## src/rtl/cpu_run_controller_pkg.sv

```systemverilog
// rtl/cpu_run_controller_pkg.sv - run-state encodings shared with the state display
package cpu_run_controller_pkg;

  localparam int STATE_WIDTH      = 2;
  localparam int TICK_COUNT_WIDTH = 16;

  typedef enum logic [STATE_WIDTH-1:0] {
    S_IDLE  = 2'd0,
    S_STEP  = 2'd1,
    S_RUN   = 2'd2,
    S_BREAK = 2'd3
  } run_state_t;

  function automatic logic is_ticking(input run_state_t s);
    return (s == S_STEP) || (s == S_RUN);
  endfunction

endpackage

```

## src/rtl/cpu_run_controller_tick_divider.sv

```systemverilog
// rtl/cpu_run_controller_tick_divider.sv - pacing counter that flags a due point
module tick_divider
  import cpu_run_controller_pkg::*;
#(
  parameter int p_rate_width = 24
) (
  input  logic                    clk,
  input  logic                    reset,
  input  logic                    clear,
  input  logic                    enable,
  input  logic [p_rate_width-1:0] rate_div,
  output logic                    due
);

  logic [p_rate_width-1:0] count;

  // >= rather than == so lowering the divisor mid-count fires immediately
  assign due = enable && (count >= rate_div);

  always_ff @(posedge clk) begin
    if (reset || clear) begin
      count <= '0;
    end else if (enable && !due) begin
      count <= count + 1'b1;
    end
  end

endmodule

```

## src/rtl/cpu_run_controller.sv

```systemverilog
// rtl/cpu_run_controller.sv - step/run/halt sequencer producing paced CPU clock-enable ticks
module cpu_run_controller
  import cpu_run_controller_pkg::*;
#(
  parameter int p_address_width = 10,
  parameter int p_count_width   = 8,
  parameter int p_rate_width    = 24
) (
  input  logic                        i_w_clk,
  input  logic                        i_w_reset,
  input  logic                        i_w_step,
  input  logic                        i_w_run,
  input  logic                        i_w_halt,
  input  logic [p_count_width-1:0]    i_w_step_count,
  input  logic [p_rate_width-1:0]     i_w_rate_div,
  input  logic                        i_w_bp_en,
  input  logic [p_address_width-1:0]  i_w_bp_addr,
  input  logic [p_address_width-1:0]  i_w_cpu_pc,
  output logic                        o_w_cpu_tick,
  output logic [STATE_WIDTH-1:0]      o_w_state,
  output logic                        o_w_bp_hit,
  output logic [TICK_COUNT_WIDTH-1:0] o_w_tick_count
);

  localparam logic [p_count_width-1:0] count_one = {{(p_count_width-1){1'b0}}, 1'b1};

  run_state_t                  state;
  logic [p_count_width-1:0]    remaining;
  logic                        skip;
  logic [TICK_COUNT_WIDTH-1:0] tick_count;
  logic                        due;
  logic                        bp_block;
  logic                        tick;
  logic                        start;
  logic [p_count_width-1:0]    burst_len;

  assign start     = !i_w_halt && !is_ticking(state) && (i_w_run || i_w_step);
  assign bp_block  = due && i_w_bp_en && (i_w_cpu_pc == i_w_bp_addr) && !skip;
  assign tick      = due && !bp_block && !i_w_halt && !i_w_reset;
  assign burst_len = (i_w_step_count == '0) ? count_one : i_w_step_count;

  tick_divider #(
    .p_rate_width(p_rate_width)
  ) u_divider (
    .clk     (i_w_clk),
    .reset   (i_w_reset),
    .clear   (start || tick),
    .enable  (is_ticking(state)),
    .rate_div(i_w_rate_div),
    .due     (due)
  );

  always_ff @(posedge i_w_clk) begin
    if (i_w_reset) begin
      state      <= S_IDLE;
      remaining  <= '0;
      skip       <= 1'b0;
      tick_count <= '0;
    end else begin
      if (tick) begin
        tick_count <= tick_count + 1'b1;
        skip       <= 1'b0;
      end
      if (i_w_halt) begin
        state     <= S_IDLE;
        remaining <= '0;
        skip      <= 1'b0;
      end else begin
        case (state)
          S_IDLE, S_BREAK: begin
            // leaving a breakpoint arms skip so the stopped PC can be stepped past
            if (i_w_run) begin
              state <= S_RUN;
              skip  <= (state == S_BREAK);
            end else if (i_w_step) begin
              state     <= S_STEP;
              remaining <= burst_len;
              skip      <= (state == S_BREAK);
            end
          end
          S_STEP: begin
            if (i_w_run) begin
              state <= S_RUN;
            end else if (bp_block) begin
              state <= S_BREAK;
            end else if (tick) begin
              remaining <= remaining - 1'b1;
              if (remaining == count_one) state <= S_IDLE;
            end
          end
          S_RUN: begin
            if (bp_block) state <= S_BREAK;
          end
          default: state <= S_IDLE;
        endcase
      end
    end
  end

  assign o_w_cpu_tick   = tick;
  assign o_w_state      = state;
  assign o_w_bp_hit     = (state == S_BREAK);
  assign o_w_tick_count = tick_count;

endmodule
```

## config.mk

```make
export PLATFORM = sky130hd
export DESIGN_NAME = cpu_run_controller
export DESIGN_NICKNAME = d
export VERILOG_FILES = /design/src/rtl/cpu_run_controller_pkg.sv /design/src/rtl/cpu_run_controller_tick_divider.sv /design/src/rtl/cpu_run_controller.sv
export SDC_FILE = /design/constraint.sdc
export NUM_CORES = 1
export LEC_CHECK = 0
export CORE_ASPECT_RATIO = 0.5
export CORE_MARGIN = 2
export CORE_UTILIZATION = 53
export DETAILED_ROUTE_END_ITERATION = 6
export GPL_TIMING_DRIVEN = 0
export PLACE_DENSITY = 0.83
export REMOVE_ABC_BUFFERS = 1
export SLEW_MARGIN = 10
export SYNTH_ARGS = -nofsm -noshare
export SYNTH_HDL_FRONTEND = slang
export SYNTH_HIERARCHICAL = 1
export SYNTH_SLANG_ARGS = --single-unit
```

## constraint.sdc

```tcl
create_clock -name i_w_clk -period 5.17 [get_ports i_w_clk]
set_input_delay 1.034 -clock i_w_clk [delete_from_list [all_inputs] [get_ports i_w_clk]]
set_output_delay 1.034 -clock i_w_clk [all_outputs]
set_load 0.01 [all_outputs]
```

==> results by group, run 1 <==
Placement
  • I/O Buffers: 77
  • Post-DP HPWL: 6.88 mm
  • GP Congestion: 0.854

Synth
  • Complex-gate fraction of the synthesized area: 20.8%
  • Post-Synthesis Cell Area: 3910 µm²
  • Flops & latches, synth: 51
  • Synth Area in XOR/XNOR: 2.24%
  • Syn_area_per_cell: 8.20 µm²
  • Most area-consuming cells after synthesis: dfxtp_1, ha_1, a21oi_1
  • Post-synthesis sequential area ratio: 26.1%
  • Commonest cells post-synth: dfxtp_1, a21oi_1, inv_1
  • Post-synthesis instance total: 477
  • Top-count cell post-synth: dfxtp_1
  • Ys async rst share: 0%
  • Top cell type by total area after synthesis: dfxtp_1
  • Main combinational cell family by area after synthesis: simple AND/OR/NAND/NOR gates
  • Distinct cells, synth: 75
  • Synth Warn #: 6
  • Adder-cell area share of the yosys netlist: 9.91%
  • Post-synthesis mux area share: 4.03%
  • Number of synthesized flops with an enable pin: 0
  • Post-synth top flop: dfxtp_1
  • Yosys top cell area share: 26.1%
  • Post-Synth Simple-Gate Area: 29.7%

Routing
  • DRT Pass-1 Iters: 7
  • Routed vias/inst: 6.07
  • Post-DR wirelength/cell: 15.2 µm
  • Post-DRT Antenna Nets: 0
  • Routed wire length: 9.75 mm
  • 1st-iter DRT viols: 426
  • Total number of vias: 3888
  • DRC Markers: 0

Floorplan
  • Core ar.: 7240 µm²
  • Die Area: 8130 µm²
  • Initial Util: 54.1%
  • I/O Pins: 78
  • Standard-cell rows: 22
  • Width of the die: 126 µm
  • Die height: 64.8 µm

Global routing
  • First-pass GRT wire length: 16.3 mm
  • Initial antenna violation count: 0
  • Total Routing Usage GR: 24.0%
  • Vias in the first global route: 3529
  • Largest net degree at the start of global routing: 32
  • Remaining global-route overflow: 0

CTS
  • Root Buffer: clkbuf_16
  • TritonCTS sink count: 51
  • CTS clk-pin slew, worst paths: 0.07 ns
  • TritonCTS clock tree: built
  • CTS buffer count: 5
  • H-Tree Level Count: 2
  • Worst-Skew Late Latency: 0.29 ns
  • CTS Buffer Depth: 2

Power and ir drop
  • Power density cells: 183 nW/µm²
  • LEAKAGE: 1.79 nW
  • VDD IR max: 0.128 mV

STA
  • Relative slew slack: 24.7%
  • Setup TNS: 0 ns
  • Period Utilization, post-route: 96.7%
  • Fin. max-slew vios: 0
  • Minimum clock period: 5.00 ns
  • Hold Worst Slack: 0.479 ns
  • Fmax: 200 MHz
  • Hold Vio Cnt, Final: 0
  • Slew @ Worst Pin: 1.13 ns
  • Setup-failing EPs final: 0
  • Final worst clock skew: 0.00366 ns

Run
  • Max cap viols: 0

Min path
  • HP Class: register to register

Finish
  • Fraction of layout cells with a size suffix above 1: 11.9%
  • Area Overhead vs Synth: 26.4%
  • Nets@finish: 633
  • Antenna cells: 0

Setup path
  • Setup crit end kind: primary output
  • Worst setup SP type: primary input
  • CP max FO: 4
  • Crit path required time: 4.14 ns
  • WS Path Type: primary input to primary output
  • Crit path DAT: 3.96 ns

Outcome
  • Status: completed
critical path, cell delays in order:
cell and delay [ns]:
clkdlybuf4s50_1 0.46, inv_1 0.04, ha_1 0.29, nand4_1 0.24, nor4_4 0.35, nand2_1 0.12, o211a_4 0.26, nor2_4 0.12
and3b_2 0.24, nand4_1 0.18, nor3_4 0.21, buf_8 0.14, nor2_2 0.04, clkdlybuf4s15_1 0.24
logic make-up after synthesis:
group,Yosys count
DFF,51
buffers and inverters,64
adders and majority gates,31
and+or+nand+nor,191
AOI/OAI and AO/OA,118
muxes,12
xor gates and xnor gates,10
layout by cell type (no fill, tap or decap), types with 5 or more instances in the layout:
cell,instances
inv_1,38
o41ai_1,6
o31ai_1,16
clkbuf_16,5
nand3_1,17
o21ai_0,9
nor4_2,8
xnor2_1,10
mux2_4,7
ha_1,30
o22ai_1,6
or4_1,16
dfxtp_1,51
nor2b_1,10
or2_2,5
nand4_1,19
nor3_1,8
a21oi_1,39
clkdlybuf4s50_1,76
buf_4,8
a32o_1,6
nand2_1,31
nor2_1,34
metrics by stage:
step           total power [mW]  setup slack (ns)  instances  util [%]  area, µm²
2_1_floorplan             0.488             0.418        451         -       3770
3_3_place_gp              0.559             -1.10        624      64.4       4660
4_1_cts                   0.908             0.114        639      67.7       4900
6_report                  0.906             0.173        641      68.4       4950
5_1_grt                   0.948          -0.00841        641      68.4       4950
3_5_place_dp              0.562            -0.648        628      65.0       4710
flip-flops by register name, summed over array words and instances, names as in the netlist:
signal	count
o_w_state	2
o_w_tick_count	16
remaining	8
skip	1
u_divider/count	24
routing by layer:
layer  wire [µm]  track usage (%)  vias up  part of all wire (%)
li1            -                -     1946                     -
met1        4450             31.5     1813                    46
met2        4680             41.1      123                    48
met3         541             4.05        6                   5.5
met4          81             6.39        0                  0.83
met5           0                0        -                     0
final cells by class:
cell class / instances / area, µm²
multi-input cells: 362 / 2660
fillers: 597 / 2290
flip-flops and latches: 51 / 1020
repair buffers: 86 / 846
inverters: 38 / 143
clock buffers: 6 / 139
well taps: 96 / 120
clock inverters: 2 / 16.3
worst paths after layout:
kind	endpoint	cells past startpoint	startpoint	slack, ns
worst max-delay path	o_w_cpu_tick	14	i_w_rate_div[22]	0.17
worst min-delay path	skip	2	skip	0.48
worst max register to register	u_divider/count[2]	14	o_w_state[0]	1.05
worst min register to register	skip	2	skip	0.48
repair_timing:
item / CTS / global route
buffers inserted: 3 / 2
pin swaps: 4 / 6
endpoints found under the setup margin: 1 / 1
hold buffers: 0 / 0
resized for setup: 6 / 5
where the power goes:
group / total, mW / internal [mW] / switching [mW]
Sequential: 0.400 / 0.396 / 0.00420
Clock: 0.348 / 0.194 / 0.155
Combinational: 0.157 / 0.0761 / 0.0811
(Power assumes the default switching activity.)
==> run 2: changes to the inputs <==
--- a/config.mk
+++ b/config.mk
@@ -8,3 +8,3 @@
 export CORE_ASPECT_RATIO = 0.5
-export CORE_MARGIN = 2
+export CORE_MARGIN = 3
 export CORE_UTILIZATION = 53
==> constraint.sdc (replaced) <==
create_clock -name i_w_clk -period 5.17 [get_ports i_w_clk]
set_input_delay 0.517 -clock i_w_clk [delete_from_list [all_inputs] [get_ports i_w_clk]]
set_output_delay 0.517 -clock i_w_clk [all_outputs]
set_load 0.01 [all_outputs]
==> results by group, run 2 (same netlist as run 1, synthesis figures left out) <==
Outcome
  • Status: completed

Finish
  • Top reg by flops: u_divider/count
  • Fraction of layout cells with a size suffix above 1: 10.0% (-1.9 points)
  • Area Overhead vs Synth: 23.8%
  • FF+latch area: 1020 µm² (unchanged)
  • Nets@finish: 628 (-0.79%)
  • Most frequent cells in the layout: clkdlybuf4s50_1, dfxtp_1, a21oi_1
  • Final Util: 70.1% (+1.7 points)
  • Max FFs per register: 24 (unchanged)
  • Antenna cells: 0 (unchanged)
  • Post-route cell area: 4840 µm² (-2.1%)
  • Commonest non-fill, non-tap cell in the layout: clkdlybuf4s50_1
  • Footprint of the multi-input gates: 2620 µm² (-1.5%)
  • Fill count: 564 (-5.5%)

Setup path
  • Crit path DAT: 4.32 ns (+0.36 ns)
  • Crit path required time: 4.65 ns (+0.51 ns)
  • Setup crit end kind: primary output
  • CP max FO: 11 (+7)
  • Worst setup SP type: primary input
  • WS Path Type: primary input to primary output

Power and ir drop
  • Switching power: 0.240 mW (about the same)
  • Power density cells: 184 nW/µm² (+0.54%)
  • Net Sw Frac: 26.9% (+0.41 points)
  • LEAKAGE: 1.75 nW (-2.2%)
  • VDD IR max: 0.136 mV (+6.5%)
  • Clock power frac: 37.7% (-0.8 points)
  • Combinational Power Share: 17.4% (about the same)
  • Seq pwr share: 44.9% (+0.7 points)
  • Pint: 0.652 mW (-2.1%)
  • Total power: 0.892 mW (-1.6%)

Global routing
  • Initial antenna violation count: 0 (unchanged)
  • Largest net degree at the start of global routing: 32 (unchanged)
  • Remaining global-route overflow: 0 (unchanged)
  • Total Routing Usage GR: 21.9% (-2.1 points)
  • First-pass GRT wire length: 15.3 mm (-6.1%)
  • Vias in the first global route: 3436 (-2.6%)

STA
  • RSZ-0062 raised after global routing: no
  • Setup TNS: 0 ns (unchanged)
  • Setup-failing EPs final: 0 (unchanged)
  • Slew @ Worst Pin: 1.12 ns (-0.000404 ns)
  • Final worst clock skew: 0.00390 ns (+0.000235 ns)
  • Fin. max-slew vios: 0 (unchanged)
  • Period Utilization, post-route: 93.6% (-3.1 points)
  • Fmax: 207 MHz (+3.3%)
  • Worst setup margin: 0.331 ns (+0.158 ns)
  • Hold Vio Cnt, Final: 0 (unchanged)
  • Minimum clock period: 4.84 ns (-0.158 ns)
  • Relative slew slack: 24.8% (+0.027 points)

Routing
  • Routed wire length: 9.51 mm (-2.5%)
  • DRT Pass-1 Iters: 5 (-2)
  • Post-DR wirelength/cell: 15.0 µm (-1.1%)
  • Routed vias/inst: 6.08 (+0.20%)
  • 1st-iter DRT viols: 396 (-7.0%)
  • Total number of vias: 3841 (-1.2%)
  • Post-DRT Antenna Nets: 0 (unchanged)
  • DRC Markers: 0 (unchanged)

Floorplan
  • Initial Util: 56.6% (+2.6 points)
  • Standard-cell rows: 21 (-4.5%)
  • Core ar.: 6910 µm² (-4.5%)
  • Die height: 66.8 µm (+3.1%)
  • I/O Pins: 78 (unchanged)
  • Die Area: 8510 µm² (+4.7%)
  • Width of the die: 128 µm (+1.6%)

CTS
  • Postcts setup bufs: 0 (-3)
  • Worst-Skew Late Latency: 0.30 ns (about the same)
  • TritonCTS clock tree: built
  • CTS clk-pin slew, worst paths: 0.07 ns (about the same)
  • Post-CTS sizing: 0 (-6)
  • CTS buffer count: 5 (unchanged)
  • H-Tree Level Count: 2 (unchanged)
  • CTS Buffer Depth: 2 (unchanged)
  • Root Buffer: clkbuf_16
  • Hold-fix buffers, CTS: 0 (unchanged)
  • TritonCTS sink count: 51 (unchanged)

Placement
  • Dpl cell area: 4690 µm² (-0.35%)
  • Post-DP HPWL: 6.95 mm (+1.0%)
  • I/O Buffers: 77 (unchanged)
  • GP Congestion: 0.853 (-0.14%)
  • Place WS: -0.0832 ns (+0.565 ns)

Run
  • Max cap viols: 0 (unchanged)

Min path
  • HP Class: register to register
run 2: area by class of cell:
type	instances	area share, %
Clock inverter	3	0.387
Sequential cell	51	21.1
Timing Repair Buffer	80	16.5
Inverter	38	2.94
Clock buffer	5	2.58
Multi-Input combinational cell	363	54.2
Tap cell	92	2.38
run 2: layer usage:
metal	share of wire (%)	global-route usage, %
met5	0	0
met3	4.6	4.00
met4	1.5	7.22
met1	46	27.3
met2	48	38.6
run 2: worst paths after layout:
check | startpoint | end | slack (ns) | depth (start not counted)
worst min register to register | skip | skip | 0.47 | 2
worst min-delay path | skip | skip | 0.47 | 2
worst max-delay path | i_w_rate_div[21] | o_w_cpu_tick | 0.33 | 13
worst max register to register | o_w_state[0] | u_divider/count[2] | 0.60 | 13
run 2: power groups by stage:
| stage | clock network, mW | logic [mW] | registers [mW] |
|---|---|---|---|
| final | 0.336 | 0.155 | 0.400 |
| after CTS | 0.344 | 0.154 | 0.400 |
| after global placement | 0 | 0.150 | 0.409 |
| after floorplan | 0 | 0.0795 | 0.409 |
| after detailed placement | 0 | 0.153 | 0.409 |
| after global routing | 0.356 | 0.171 | 0.401 |
run 2: metrics by stage:
step / std cells / hold WS [ns]
finish: 632 / 0.470
global route: 632 / 0.490
CTS: 631 / 0.471
detailed placement: 623 / 0.459
global placement: 620 / 0.457
floorplan: 451 / 0.448
run 2: critical path, stage by stage:
cell	delay (ns)
clkdlybuf4s50_1	0.46
inv_1	0.04
ha_1	0.29
nand4_1	0.18
nor4_1	0.37
nand2_1	0.12
o211a_1	0.36
nor2_1	0.26
and3b_1	0.24
nand4_1	0.25
nor3_4	0.65
nor2_2	0.07
clkdlybuf4s50_1	0.51
==> run 3: changes to the inputs <==
Settings changed: CORE_UTILIZATION 53 to 51, PLACE_DENSITY 0.83 to 0.82, SYNTH_HIERARCHICAL 1 to unset.
==> results by group, run 3 <==
Synth
  • Post-synth top flop: dfxtp_1
  • Commonest cells post-synth: nor2_1, dfxtp_1, inv_1
  • Number of synthesized flops with an enable pin: 0 (unchanged)
  • Yosys top cell area share: 29.5% (+3.4 points)
  • Post-synthesis instance total: 419 (-12%)
  • Synth Warn #: 0 (-6)
  • Distinct cells, synth: 53 (-29%)
  • Top-count cell post-synth: nor2_1
  • Post-synthesis sequential area ratio: 29.5% (+3.4 points)
  • Top cell type by total area after synthesis: dfxtp_1
  • Syn_area_per_cell: 8.27 µm² (+0.81%)
  • Most area-consuming cells after synthesis: dfxtp_1, ha_1, xnor2_1
  • Post-Synthesis Cell Area: 3470 µm² (-11%)
  • Ys async rst share: 0% (unchanged)
  • Flops & latches, synth: 51 (unchanged)

Placement
  • Post-DP HPWL: 5.57 mm (-20%)
  • I/O Buffers: 77 (unchanged)
  • GP Congestion: 0.850 (-0.32%)
  • Cells after DPL: 570 (-8.5%)
  • Place WS: 1.22 ns (+1.31 ns)

STA
  • Period Utilization, post-route: 76.7% (-17 points)
  • Fin. max-slew vios: 0 (unchanged)
  • Fmax: 252 MHz (+22%)
  • Worst setup margin: 1.21 ns (+0.875 ns)
  • Final worst clock skew: 0.00329 ns (-0.000605 ns)
  • Slew @ Worst Pin: 0.850 ns (-0.275 ns)
  • Hold Vio Cnt, Final: 0 (unchanged)
  • Minimum clock period: 3.96 ns (-0.875 ns)
  • Setup-failing EPs final: 0 (unchanged)
  • RSZ-0062 raised after global routing: no
  • Setup TNS: 0 ns (unchanged)
  • Relative slew slack: 43.2% (+18 points)

Routing
  • Total number of vias: 3160 (-18%)
  • 1st-iter DRT viols: 216 (-45%)
  • Post-DRT Antenna Nets: 0 (unchanged)
  • Routed wire length: 7.60 mm (-20%)
  • DRT Pass-1 Iters: 4 (-1)
  • Routed vias/inst: 5.47 (-10%)
  • DRC Markers: 0 (unchanged)
  • Post-DR wirelength/cell: 13.1 µm (-13%)

Setup path
  • WP depth: 10 (-3)
  • Setup crit end kind: primary output
  • CP max FO: 15 (+4)
  • Cell Chain, Critical Path: clkdlybuf4s50_1 -> inv_1 -> ha_1 -> nand4_2 -> nor4_4 -> nand2_2 -> o211ai_4 -> nand2_1 -> inv_1 -> clkdlybuf4s50_1
  • Worst r2r path cells: 8 (-5)
  • Critical R2R Capture: u_divider.count[18]
  • Top Family by Delay on Critical Path: buffers and inverters
  • R2R Setup Slk: 2.04 ns (+1.44 ns)
  • Crit path required time: 4.65 ns (about the same)
  • Worst path max stage delay: 0.55 ns (-0.10 ns)
  • End of the critical path: o_w_cpu_tick
  • Crit path DAT: 3.45 ns (-0.87 ns)
  • WS Path Type: primary input to primary output
  • FF-to-FF Start: u_divider.count[19]
  • Slowest cell on crit path: clkdlybuf4s50_1
  • Worst setup SP type: primary input
  • CP Buf/Inv Count: 4 (+1)
  • Critical path origin: i_w_rate_div[23]

CTS
  • Root Buffer: clkbuf_16
  • TritonCTS sink count: 51 (unchanged)
  • Post-CTS sizing: 0 (unchanged)
  • Hold-fix buffers, CTS: 0 (unchanged)
  • CTS buffer count: 5 (unchanged)
  • TritonCTS clock tree: built
  • CTS clk-pin slew, worst paths: 0.07 ns (about the same)
  • H-Tree Level Count: 2 (unchanged)
  • CTS Buffer Depth: 2 (unchanged)
  • Worst-Skew Late Latency: 0.29 ns (about the same)
  • Postcts setup bufs: 0 (unchanged)

Floorplan
  • Width of the die: 123 µm (-3.9%)
  • Die Area: 7880 µm² (-7.4%)
  • Initial Util: 55.0% (-1.7 points)
  • Die height: 64.3 µm (-3.7%)
  • I/O Pins: 78 (unchanged)
  • Core ar.: 6310 µm² (-8.7%)
  • Standard-cell rows: 20 (-4.8%)

Finish
  • Commonest non-fill, non-tap cell in the layout: clkdlybuf4s50_1
  • Area Overhead vs Synth: 28.4%
  • Fraction of layout cells with a size suffix above 1: 7.14% (-2.9 points)
  • Max FFs per register: 24 (unchanged)
  • Most frequent cells in the layout: clkdlybuf4s50_1, nor2_1, dfxtp_1
  • Top reg by flops: u_divider.count
  • Nets@finish: 578 (-8.0%)
  • Antenna cells: 0 (unchanged)
  • Final cell count without fillers: 578 (-8.5%)

Outcome
  • Status: completed

Power and ir drop
  • Clock power frac: 40.5% (+2.8 points)
  • Net Sw Frac: 25.3% (-1.6 points)
  • LEAKAGE: 1.70 nW (-2.9%)
  • Switching power: 0.240 mW (-0.13%)
  • Seq pwr share: 42.6% (-2.3 points)
  • Pint: 0.705 mW (+8.2%)
  • Combinational Power Share: 17.0% (-0.4 points)
  • Total power: 0.945 mW (+6.0%)
  • VDD IR max: 0.136 mV (-0.20%)
  • Power density cells: 212 nW/µm² (+15%)

Global routing
  • First-pass GRT wire length: 12.5 mm (-18%)
  • Total Routing Usage GR: 19.3% (-2.6 points)
  • GR Util met1: 24.5% (-2.8 points)
  • Routing usage on met2: 33.6% (-5.1 points)
  • Initial antenna violation count: 0 (unchanged)
  • GRT Max-Usage Layer: met2
  • Grt met3 use: 3.63% (-0.38 points)
  • Remaining global-route overflow: 0 (unchanged)
  • Largest net degree at the start of global routing: 25 (-22%)
  • Vias in the first global route: 2943 (-14%)

Min path
  • HP Class: register to register

Run
  • Max cap viols: 0 (unchanged)
## run 3: area by class of cell
cell class	instances	area, µm²
multi-input combinational	316	2240
fill	508	1860
sequential	51	1020
timing repair buffer	77	771
inverter	38	143
clock buffer	5	125
tap	88	110
clock inverter	3	43.8
## run 3: power groups by stage
stage | Clock (mW) | Combinational [mW] | Sequential [mW]
final | 0.382 | 0.160 | 0.403
after global routing | 0.401 | 0.177 | 0.404
after CTS | 0.388 | 0.159 | 0.402
after detailed placement | 0 | 0.158 | 0.412
after global placement | 0 | 0.156 | 0.412
after floorplan | 0 | 0.0873 | 0.411
## run 3: worst reg2reg max path: stages, from the launching register on
cell and delay (ns):
dfxtp_1 0.37, ha_1 0.35, nand4_2 0.14, nor4_4 0.38, nand2_2 0.15, o211ai_4 0.46
nand2_1 0.30, nand2_1 0.71, nor2_1 0.14
## run 3: layer usage
metal | part of all wire, % | vias up
li1 | - | 1598
met1 | 45 | 1462
met5 | 0 | -
met4 | 0.74 | 0
met2 | 48 | 94
met3 | 5.9 | 6
## run 3: through the flow
step / util (%) / instance area, µm² / hold slack, ns
2_1_floorplan: - / 3390 / 0.449
3_3_place_gp: 67.7 / 4270 / 0.464
3_5_place_dp: 67.7 / 4270 / 0.467
4_1_cts: 70.4 / 4440 / 0.478
5_1_grt: 70.6 / 4450 / 0.514
6_report: 70.6 / 4450 / 0.473
## run 3: worst min-delay path by stage
stage	from	end	slack [ns]	cells past startpoint
floorplan	remaining[6]	remaining[6]	0.45	2
global placement	remaining[6]	remaining[6]	0.46	2
detailed placement	remaining[6]	remaining[6]	0.47	2
CTS	remaining[6]	remaining[6]	0.48	2
global route	remaining[6]	remaining[6]	0.51	2
finish	remaining[6]	remaining[6]	0.47	2
## run 3: logic make-up (layout without fill, tap and decap cells)
family	after synthesis	count (layout)	share of synthesized area, %
simple gates	169	169	27.3
mux	4	4	1.16
compound gates	69	69	13.6
xor+xnor	43	43	10.9
buf+inv	52	123	6.35
fa+ha+maj	31	31	11.2
flops	51	51	29.5
